**src/rtl/custom_axi_regs.sv**
```systemverilog
// AXI4-Lite register file in front of the custom IP core.
// It holds the operand, issues the start pulse, and captures the result and status for readback.
module custom_axi_regs #(
    parameter int unsigned ADDR_WIDTH = 4,
    parameter int unsigned DATA_WIDTH = 32
) (
    input  logic                    clk_i,
    input  logic                    rst_i,
    input  logic [ADDR_WIDTH-1:0]   s_axi_awaddr,
    input  logic                    s_axi_awvalid,
    output logic                    s_axi_awready,
    input  logic [DATA_WIDTH-1:0]   s_axi_wdata,
    input  logic [DATA_WIDTH/8-1:0] s_axi_wstrb,
    input  logic                    s_axi_wvalid,
    output logic                    s_axi_wready,
    output logic [1:0]              s_axi_bresp,
    output logic                    s_axi_bvalid,
    input  logic                    s_axi_bready,
    input  logic [ADDR_WIDTH-1:0]   s_axi_araddr,
    input  logic                    s_axi_arvalid,
    output logic                    s_axi_arready,
    output logic [DATA_WIDTH-1:0]   s_axi_rdata,
    output logic [1:0]              s_axi_rresp,
    output logic                    s_axi_rvalid,
    input  logic                    s_axi_rready,
    output logic [DATA_WIDTH-1:0]   ipreg_data_o,
    output logic                    ip_enable_o,
    input  logic [DATA_WIDTH-1:0]   ipreg_data_i,
    input  logic [1:0]              ip_status_i
);
    localparam int unsigned STRB_WIDTH = DATA_WIDTH / 8;

    localparam logic [1:0] ST_IDLE     = 2'd0;
    localparam logic [1:0] ST_DONE     = 2'd2;
    localparam logic [1:0] REG_CTRL    = 2'd0;
    localparam logic [1:0] REG_DATA    = 2'd1;
    localparam logic [1:0] REG_RESULT  = 2'd2;
    localparam logic [1:0] RESP_OKAY   = 2'b00;
    localparam logic [1:0] RESP_SLVERR = 2'b10;

    logic                  r_out_en;
    logic                  r_aw_held;
    logic [1:0]            r_aw_sel;
    logic                  r_w_held;
    logic [DATA_WIDTH-1:0] r_wdata;
    logic [STRB_WIDTH-1:0] r_wstrb;
    logic                  r_bvalid;
    logic [1:0]            r_bresp;
    logic                  r_rvalid;
    logic [DATA_WIDTH-1:0] r_rdata;
    logic [DATA_WIDTH-1:0] r_data_in;
    logic [DATA_WIDTH-1:0] r_result;
    logic                  r_done_s;
    logic                  r_ign_s;
    logic                  r_ip_enable;

    logic                  w_aw_hs;
    logic                  w_w_hs;
    logic                  w_ar_hs;
    logic                  w_commit;
    logic                  w_start;
    logic                  w_clr;
    logic [DATA_WIDTH-1:0] w_data_merged;
    logic [DATA_WIDTH-1:0] w_rd_data;
    logic                  w_unused;

    // Byte-lane address bits are not decoded.
    assign w_unused = ^{s_axi_awaddr[1:0], s_axi_araddr[1:0]};

    assign s_axi_awready = r_out_en & ~r_aw_held & ~r_bvalid;
    assign s_axi_wready  = r_out_en & ~r_w_held & ~r_bvalid;
    assign s_axi_arready = r_out_en & ~r_rvalid;
    assign s_axi_bvalid  = r_bvalid;
    assign s_axi_bresp   = r_bresp;
    assign s_axi_rvalid  = r_rvalid;
    assign s_axi_rdata   = r_rdata;
    assign s_axi_rresp   = RESP_OKAY;
    assign ipreg_data_o  = r_data_in;
    assign ip_enable_o   = r_ip_enable;

    assign w_aw_hs  = s_axi_awvalid & s_axi_awready;
    assign w_w_hs   = s_axi_wvalid & s_axi_wready;
    assign w_ar_hs  = s_axi_arvalid & s_axi_arready;
    assign w_commit = r_aw_held & r_w_held;
    assign w_start  = w_commit & (r_aw_sel == REG_CTRL) & r_wstrb[0] & r_wdata[0];
    assign w_clr    = w_commit & (r_aw_sel == REG_CTRL) & r_wstrb[0] & r_wdata[1];

    // Merge held write data into DATA_IN honouring byte strobes.
    always_comb begin
        w_data_merged = r_data_in;
        for (int unsigned b = 0; b < STRB_WIDTH; b++) begin
            if (r_wstrb[b]) begin
                w_data_merged[b*8 +: 8] = r_wdata[b*8 +: 8];
            end
        end
    end

    // Read mux over the register map, sampled at the AR handshake.
    always_comb begin
        w_rd_data = '0;
        case (s_axi_araddr[3:2])
            REG_CTRL:   w_rd_data = '0;
            REG_DATA:   w_rd_data = r_data_in;
            REG_RESULT: w_rd_data = r_result;
            default:    w_rd_data = {{(DATA_WIDTH-6){1'b0}}, r_ign_s, r_done_s, 2'b00, ip_status_i};
        endcase
    end

    // Keep READY low while reset is asserted and for the first cycle after it.
    always_ff @(posedge clk_i) begin
        if (rst_i) r_out_en <= 1'b0;
        else       r_out_en <= 1'b1;
    end

    // Write channel: independent AW/W capture, commit, then hold B until bready.
    always_ff @(posedge clk_i) begin
        if (rst_i) begin
            r_aw_held <= 1'b0;
            r_aw_sel  <= 2'd0;
            r_w_held  <= 1'b0;
            r_wdata   <= '0;
            r_wstrb   <= '0;
            r_bvalid  <= 1'b0;
            r_bresp   <= RESP_OKAY;
        end else begin
            if (w_aw_hs) begin
                r_aw_held <= 1'b1;
                r_aw_sel  <= s_axi_awaddr[3:2];
            end
            if (w_w_hs) begin
                r_w_held <= 1'b1;
                r_wdata  <= s_axi_wdata;
                r_wstrb  <= s_axi_wstrb;
            end
            if (w_commit) begin
                r_aw_held <= 1'b0;
                r_w_held  <= 1'b0;
                r_bvalid  <= 1'b1;
                r_bresp   <= r_aw_sel[1] ? RESP_SLVERR : RESP_OKAY;
            end else if (r_bvalid && s_axi_bready) begin
                r_bvalid <= 1'b0;
            end
        end
    end

    // Register updates, start pulse and sticky status; sticky sets win over clears.
    always_ff @(posedge clk_i) begin
        if (rst_i) begin
            r_data_in   <= '0;
            r_result    <= '0;
            r_done_s    <= 1'b0;
            r_ign_s     <= 1'b0;
            r_ip_enable <= 1'b0;
        end else begin
            r_ip_enable <= w_start & (ip_status_i == ST_IDLE);
            if (w_commit && r_aw_sel == REG_DATA) r_data_in <= w_data_merged;
            if (ip_status_i == ST_DONE) r_result <= ipreg_data_i;
            if (ip_status_i == ST_DONE)                 r_done_s <= 1'b1;
            else if (w_clr)                             r_done_s <= 1'b0;
            if (w_start && ip_status_i != ST_IDLE)      r_ign_s  <= 1'b1;
            else if (w_clr)                             r_ign_s  <= 1'b0;
        end
    end

    // Read channel: capture data on AR handshake, hold until rready.
    always_ff @(posedge clk_i) begin
        if (rst_i) begin
            r_rvalid <= 1'b0;
            r_rdata  <= '0;
        end else if (w_ar_hs) begin
            r_rvalid <= 1'b1;
            r_rdata  <= w_rd_data;
        end else if (r_rvalid && s_axi_rready) begin
            r_rvalid <= 1'b0;
        end
    end

endmodule

```
**config.mk**
```make
export PLATFORM = sky130hd
export DESIGN_NAME = custom_axi_regs
export DESIGN_NICKNAME = d
export VERILOG_FILES = /design/src/rtl/custom_axi_regs.sv
export SDC_FILE = /design/constraint.sdc
export NUM_CORES = 1
export LEC_CHECK = 0
export CAP_MARGIN = 20
export CORE_ASPECT_RATIO = 0.75
export CORE_MARGIN = 1.5
export CORE_UTILIZATION = 47
export CTS_CLUSTER_DIAMETER = 40
export CTS_CLUSTER_SIZE = 16
export DETAILED_ROUTE_END_ITERATION = 6
export PLACE_DENSITY = 0.86
export SLEW_MARGIN = 20
export SYNTH_ARGS = -nofsm -noshare
export SYNTH_HDL_FRONTEND = slang
export SYNTH_SLANG_ARGS = --single-unit
```
**constraint.sdc**
```tcl
create_clock -name clk_i -period 1.7 [get_ports clk_i]
set_clock_uncertainty 0.15 [all_clocks]
set_input_delay 0.34 -clock clk_i [delete_from_list [all_inputs] [get_ports clk_i]]
set_output_delay 0.34 -clock clk_i [all_outputs]
set_load 0.05 [all_outputs]
```
# --- Word-level counts from Yosys, hierarchy flattened ---
# Index checks and enable logic that the tools add are counted.
classes:
  eq_ne: 4
  n_mux: 10
  bitwise_logic: 18
  reduce_logical: 17
ops:
  columns: ["cell", "n"]
  rows:
  - ["32-bit one-hot mux with 3 select lines", 1]
  - ["1-bit AND", 14]
  - ["2-bit nonzero test", 5]
  - ["1-bit 2-to-1 mux", 8]
  - ["2-bit AND reduction", 4]
  - ["2-bit zero test", 3]
  - ["2-bit by 1-bit == test with 1-bit output (second input constant)", 2]
  - ["2-bit == test (second input constant)", 2]
  - ["1-bit logical AND", 4]
  - ["1-bit inverter", 4]
  - ["2-bit 2-to-1 mux", 1]
  - ["2-bit OR reduction", 1]
word_totals:
  reg_bits: 144
  input_bits: 85
  output_inout_bits: 74
  elab_cells: 67

# --- Logic depth before layout (Yosys ltp) ---
logic_depth:
  word_depth: 6
  mapped_depth: 6
  ltp_nobuf: 3

# --- Least setup slack after synthesis ---
# Ideal clock, no wire load.
synth_path:
  kind: "register to output"
  from: "register r_bvalid (netlist: s_axi_bvalid)"
  to: "output s_axi_awready"
  arrival_ns: 1.736
  required_time_ns: 1.210
  path_slack_ns: -0.526
  stages_incl_launch_ff: 2
  path_buffers: 0
  path_cell_list: "dfxtp_1 nor3b_1"
synth_between:
  elab_chain_len: 2
synth_lines:
  columns: ["item", "line_no", "text"]
  rows:
  - ["start, declared", "47", "logic r_bvalid;"]
  - ["start signal, assigned", "123", "r_bvalid <= 1'b0;"]
  - ["start signal, assigned", "138", "r_bvalid <= 1'b1;"]
  - ["start signal, assigned", "141", "r_bvalid <= 1'b0;"]
  - ["1-bit inverter", "70", "assign s_axi_awready = r_out_en & ~r_aw_held & ~r_bvalid;"]
  - ["1-bit AND", "70", null]
  - ["end, declared", "11", "output logic s_axi_awready,"]
# No other way between the ends.

# --- Worst setup path in the final report ---
layout_path:
  from: "register r_w_held"
  to: "output s_axi_wready"
layout_between:
  elab_chain_len: 3
layout_lines:
  columns: ["item", "line_no", "text"]
  rows:
  - ["start, declared", "44", "logic r_w_held;"]
  - ["start signal, assigned", "120", "r_w_held <= 1'b0;"]
  - ["start signal, assigned", "131", "r_w_held <= 1'b1;"]
  - ["start signal, assigned", "137", "r_w_held <= 1'b0;"]
  - ["1-bit inverter", "71", "assign s_axi_wready = r_out_en & ~r_w_held & ~r_bvalid;"]
  - ["1-bit AND (2 in series)", "71", null]
  - ["end, declared", "15", "output logic s_axi_wready,"]
# No other way between the ends.

==> metrics.txt <==
Hold Buf Count CTS=0; worst-margin pin slew=roughly 0.53 ns; combinational share of power=0.140; area grow syn2layout=57.4%; Die Area=0.0124 mm2; final period utilization=1.03; crit path cell chain=buf_6, nor3b_4, buf_12; Initial Util=0.480; Power Density=962 mW/mm2; worst reg2reg path depth=5; Layout Nets=878; drt via density=between 5 and 6; final number of setup-violating endpoints=2; Ports=159; CTS root buffer=clkbuf_16; initial antenna violation count=1; Unique masters post-synth=32; reg2reg setup slack=roughly 0.06 ns; drc violations=0; Initial DRC Count=526; Reg-to-Reg Start=r_w_held$_SDFFE_PP0P_; first-pass GRT wire length=26.7 mm; Final GP Congestion=around 0.9; TritonCTS clock tree=built; clk_lat worst skew=0.41 ns; Peak VDD IR=0.924 mV; Yosys warnings=0; Synth Instances=651; Hold Path Class=input port to register; fmax=about 570 MHz; Remaining Overflow, GRT=0; per-cell routed wire length=18.0 um; register bit total from synthesis=143; switching fraction of total power=0.244; dpl hpwl=around 11 mm; GRT Util Overall=0.277; dominant delay contributor by cell family on the critical path=flip-flops; Worst Hold Launch=rst_i; layout cells sized above 1=0.194; worst reg2reg endpoint=ipreg_data_o[28]$_SDFFE_PP0P_; Placed Instance Area=0.00805 mm2; worst-path fanout max=2; worst path bufs/invs=2; Pins Over Slew Limit=0; core area=0.0115 mm2; Detailed Route WL=17.4 mm; Crit path required time=1.21 ns; Clock Sinks=143; drt pass-1 iters=6; H-tree levels=4; final worst slack=-0.0475 ns; CTS buffer count=17; CP peak stage delay=0.34 ns; PortBufs=151; sequential area share after synthesis=0.517; Slew Limit Headroom=0.648; setup repair after global routing missed its margin=yes; Leakage=between 3 and 4 nW; Internal Power=6.33 mW; sequential power share=0.431; dpl cells=932; Clock Power Share=0.429; violated checks=setup timing; pin count of the biggest net entering global routing=38; Psw=2.05 mW; hold endpoint=r_result[23]$_SDFFE_PP0P_; num rows=34; Die X=128 um; DIE HEIGHT=97.0 um; Tmin final=~1.7 ns; Via Count=about 5,400; Crit. End Element=output pin; max cap viols=0; CP max stage cell=dfxtp_4; critical path startpoint category=register; CTS clk-pin slew, worst paths=0.05 ns; Crit path arrival time=1.26 ns; vias in the first global route=5,254; Finished Layout Cells=between 900 and 1,000; Hold Fails Final Rpt=0; status=complete, but fails checks; Post-Syn Area=0.00553 mm2; ant diodes=0; Max Buffers Root-to-Sink=2; Synth Area per Inst=8.50 um2; crit path kind=register to output pin; Post-DRT Antenna Nets=0; WHS Path Cells=2; cell area after layout=0.00871 mm2; setup TNS=-0.0913 ns; WP depth=3
==> through the flow <==
stage	setup WS [ns]	hold WS [ns]	total power, mW	util
floorplan	-0.0539	0.259	4.18	-
global placement	-0.654	0.291	4.77	0.698
detailed placement	-0.376	0.298	4.81	0.698
CTS	-0.0613	0.0866	8.36	0.752
global route	-0.0959	0.0996	8.63	0.755
finish	-0.0475	0.0976	8.37	0.755
==> cells in the mapped netlist <==
master,number,area share
o21ai_0,32,0.029
inv_1,2,0.0014
nand4_1,2,0.0023
nor2_1,36,0.024
buf_4,3,0.0041
nand2_1,143,0.097
buf_2,26,0.024
or4_4,1,0.0020
and4bb_1,2,0.0045
a31o_1,30,0.047
o21ai_1,2,0.0018
nor3b_1,2,0.0027
a221oi_1,32,0.051
conb_1,1,0.00068
nor2b_1,4,0.0045
and3b_1,1,0.0016
nor4_2,1,0.0023
o32ai_2,1,0.0029
and4b_1,1,0.0018
o22ai_1,1,0.0011
and2_1,4,0.0045
nand2_2,1,0.0011
mux2i_1,2,0.0036
nand4bb_1,1,0.0020
dfxtp_1,143,0.52
nand3b_1,1,0.0014
a21oi_1,103,0.093
nand3_1,1,0.00090
mux2_2,4,0.0081
clkbuf_1,33,0.022
nor4_1,1,0.0011
nand2b_1,34,0.038
==> state kept, by name (all words and copies together), names as in the netlist, 2 cells and up <==
name	flops
r_wdata	32
r_aw_sel	2
r_wstrb	4
r_result	32
ipreg_data_o	32
s_axi_rdata	32
==> area by class of cell <==
class                   count  area [um2]
repair buffers            182        2590
flip-flops and latches    143        2870
inverters                   2        7.51
well taps                 162         203
clock inverters             6        82.6
fillers                   764        2820
multi-input cells         447        2470
clock buffers              25         485
==> per-layer routing <==
metal | global-route usage | part of all wire | up-vias
met5 | 0 | 0.00080 | -
met4 | 0.109 | 0.016 | 2
met3 | 0.0702 | 0.083 | 25
met2 | 0.471 | 0.50 | 258
met1 | 0.335 | 0.40 | 2627
li1 | - | - | 2537
==> repair_timing <==
action                                 CTS  global route
setup buffers                            3             0
cloned                                   0             1
gates resized for setup                 10            11
endpoints found under the hold margin    0             0
pin swaps                                2             1
setup endpoints to repair                3            59
==> worst max path at each step <==
stage,startpoint,to,slack (ns)
after floorplan,s_axi_bvalid$_SDFFE_PP0P_,s_axi_awready,-0.05
after global placement,s_axi_araddr[2],s_axi_rdata[31]$_SDFFE_PP0P_,-0.65
after detailed placement,s_axi_araddr[2],s_axi_rdata[20]$_SDFFE_PP0P_,-0.38
after CTS,r_w_held$_SDFFE_PP0P_,s_axi_wready,-0.06
after global routing,r_out_en$_DFF_P_,s_axi_awready,-0.1
final,r_w_held$_SDFFE_PP0P_,s_axi_wready,-0.05
==> kinds of logic after synthesis <==
| group | synth area share |
|---|---|
| AND/OR/NAND/NOR | 0.193 |
| buffers and inverters | 0.0513 |
| flip-flops | 0.517 |
| AO/OA/AOI/OAI | 0.226 |
| other | 0.000678 |
| multiplexers | 0.0118 |
==> power by group through the flow <==
stage                     logic [mW]  registers (mW)  clock network (mW)
after floorplan                0.385            3.79                   0
after global placement          1.09            3.67                   0
after detailed placement        1.13            3.68                   0
after CTS                       1.15            3.61                3.60
after global routing            1.24            3.62                3.77
final                           1.17            3.61                3.59
==> cell usage in the layout, fill, tap and decap left out, drive strengths merged, types with 3 or more instances in the layout <==
cell type,instances
nor2,36
conb,3
clkinv,3
mux2,4
buf,103
clkdlybuf4s50,78
a21oi,103
nand2b,34
nor2b,5
o21ai,34
clkbuf,25
a221oi,32
a31o,30
dfxtp,143
nand2,144
and2,4
No activity file was read; power rests on OpenSTA's default activity.
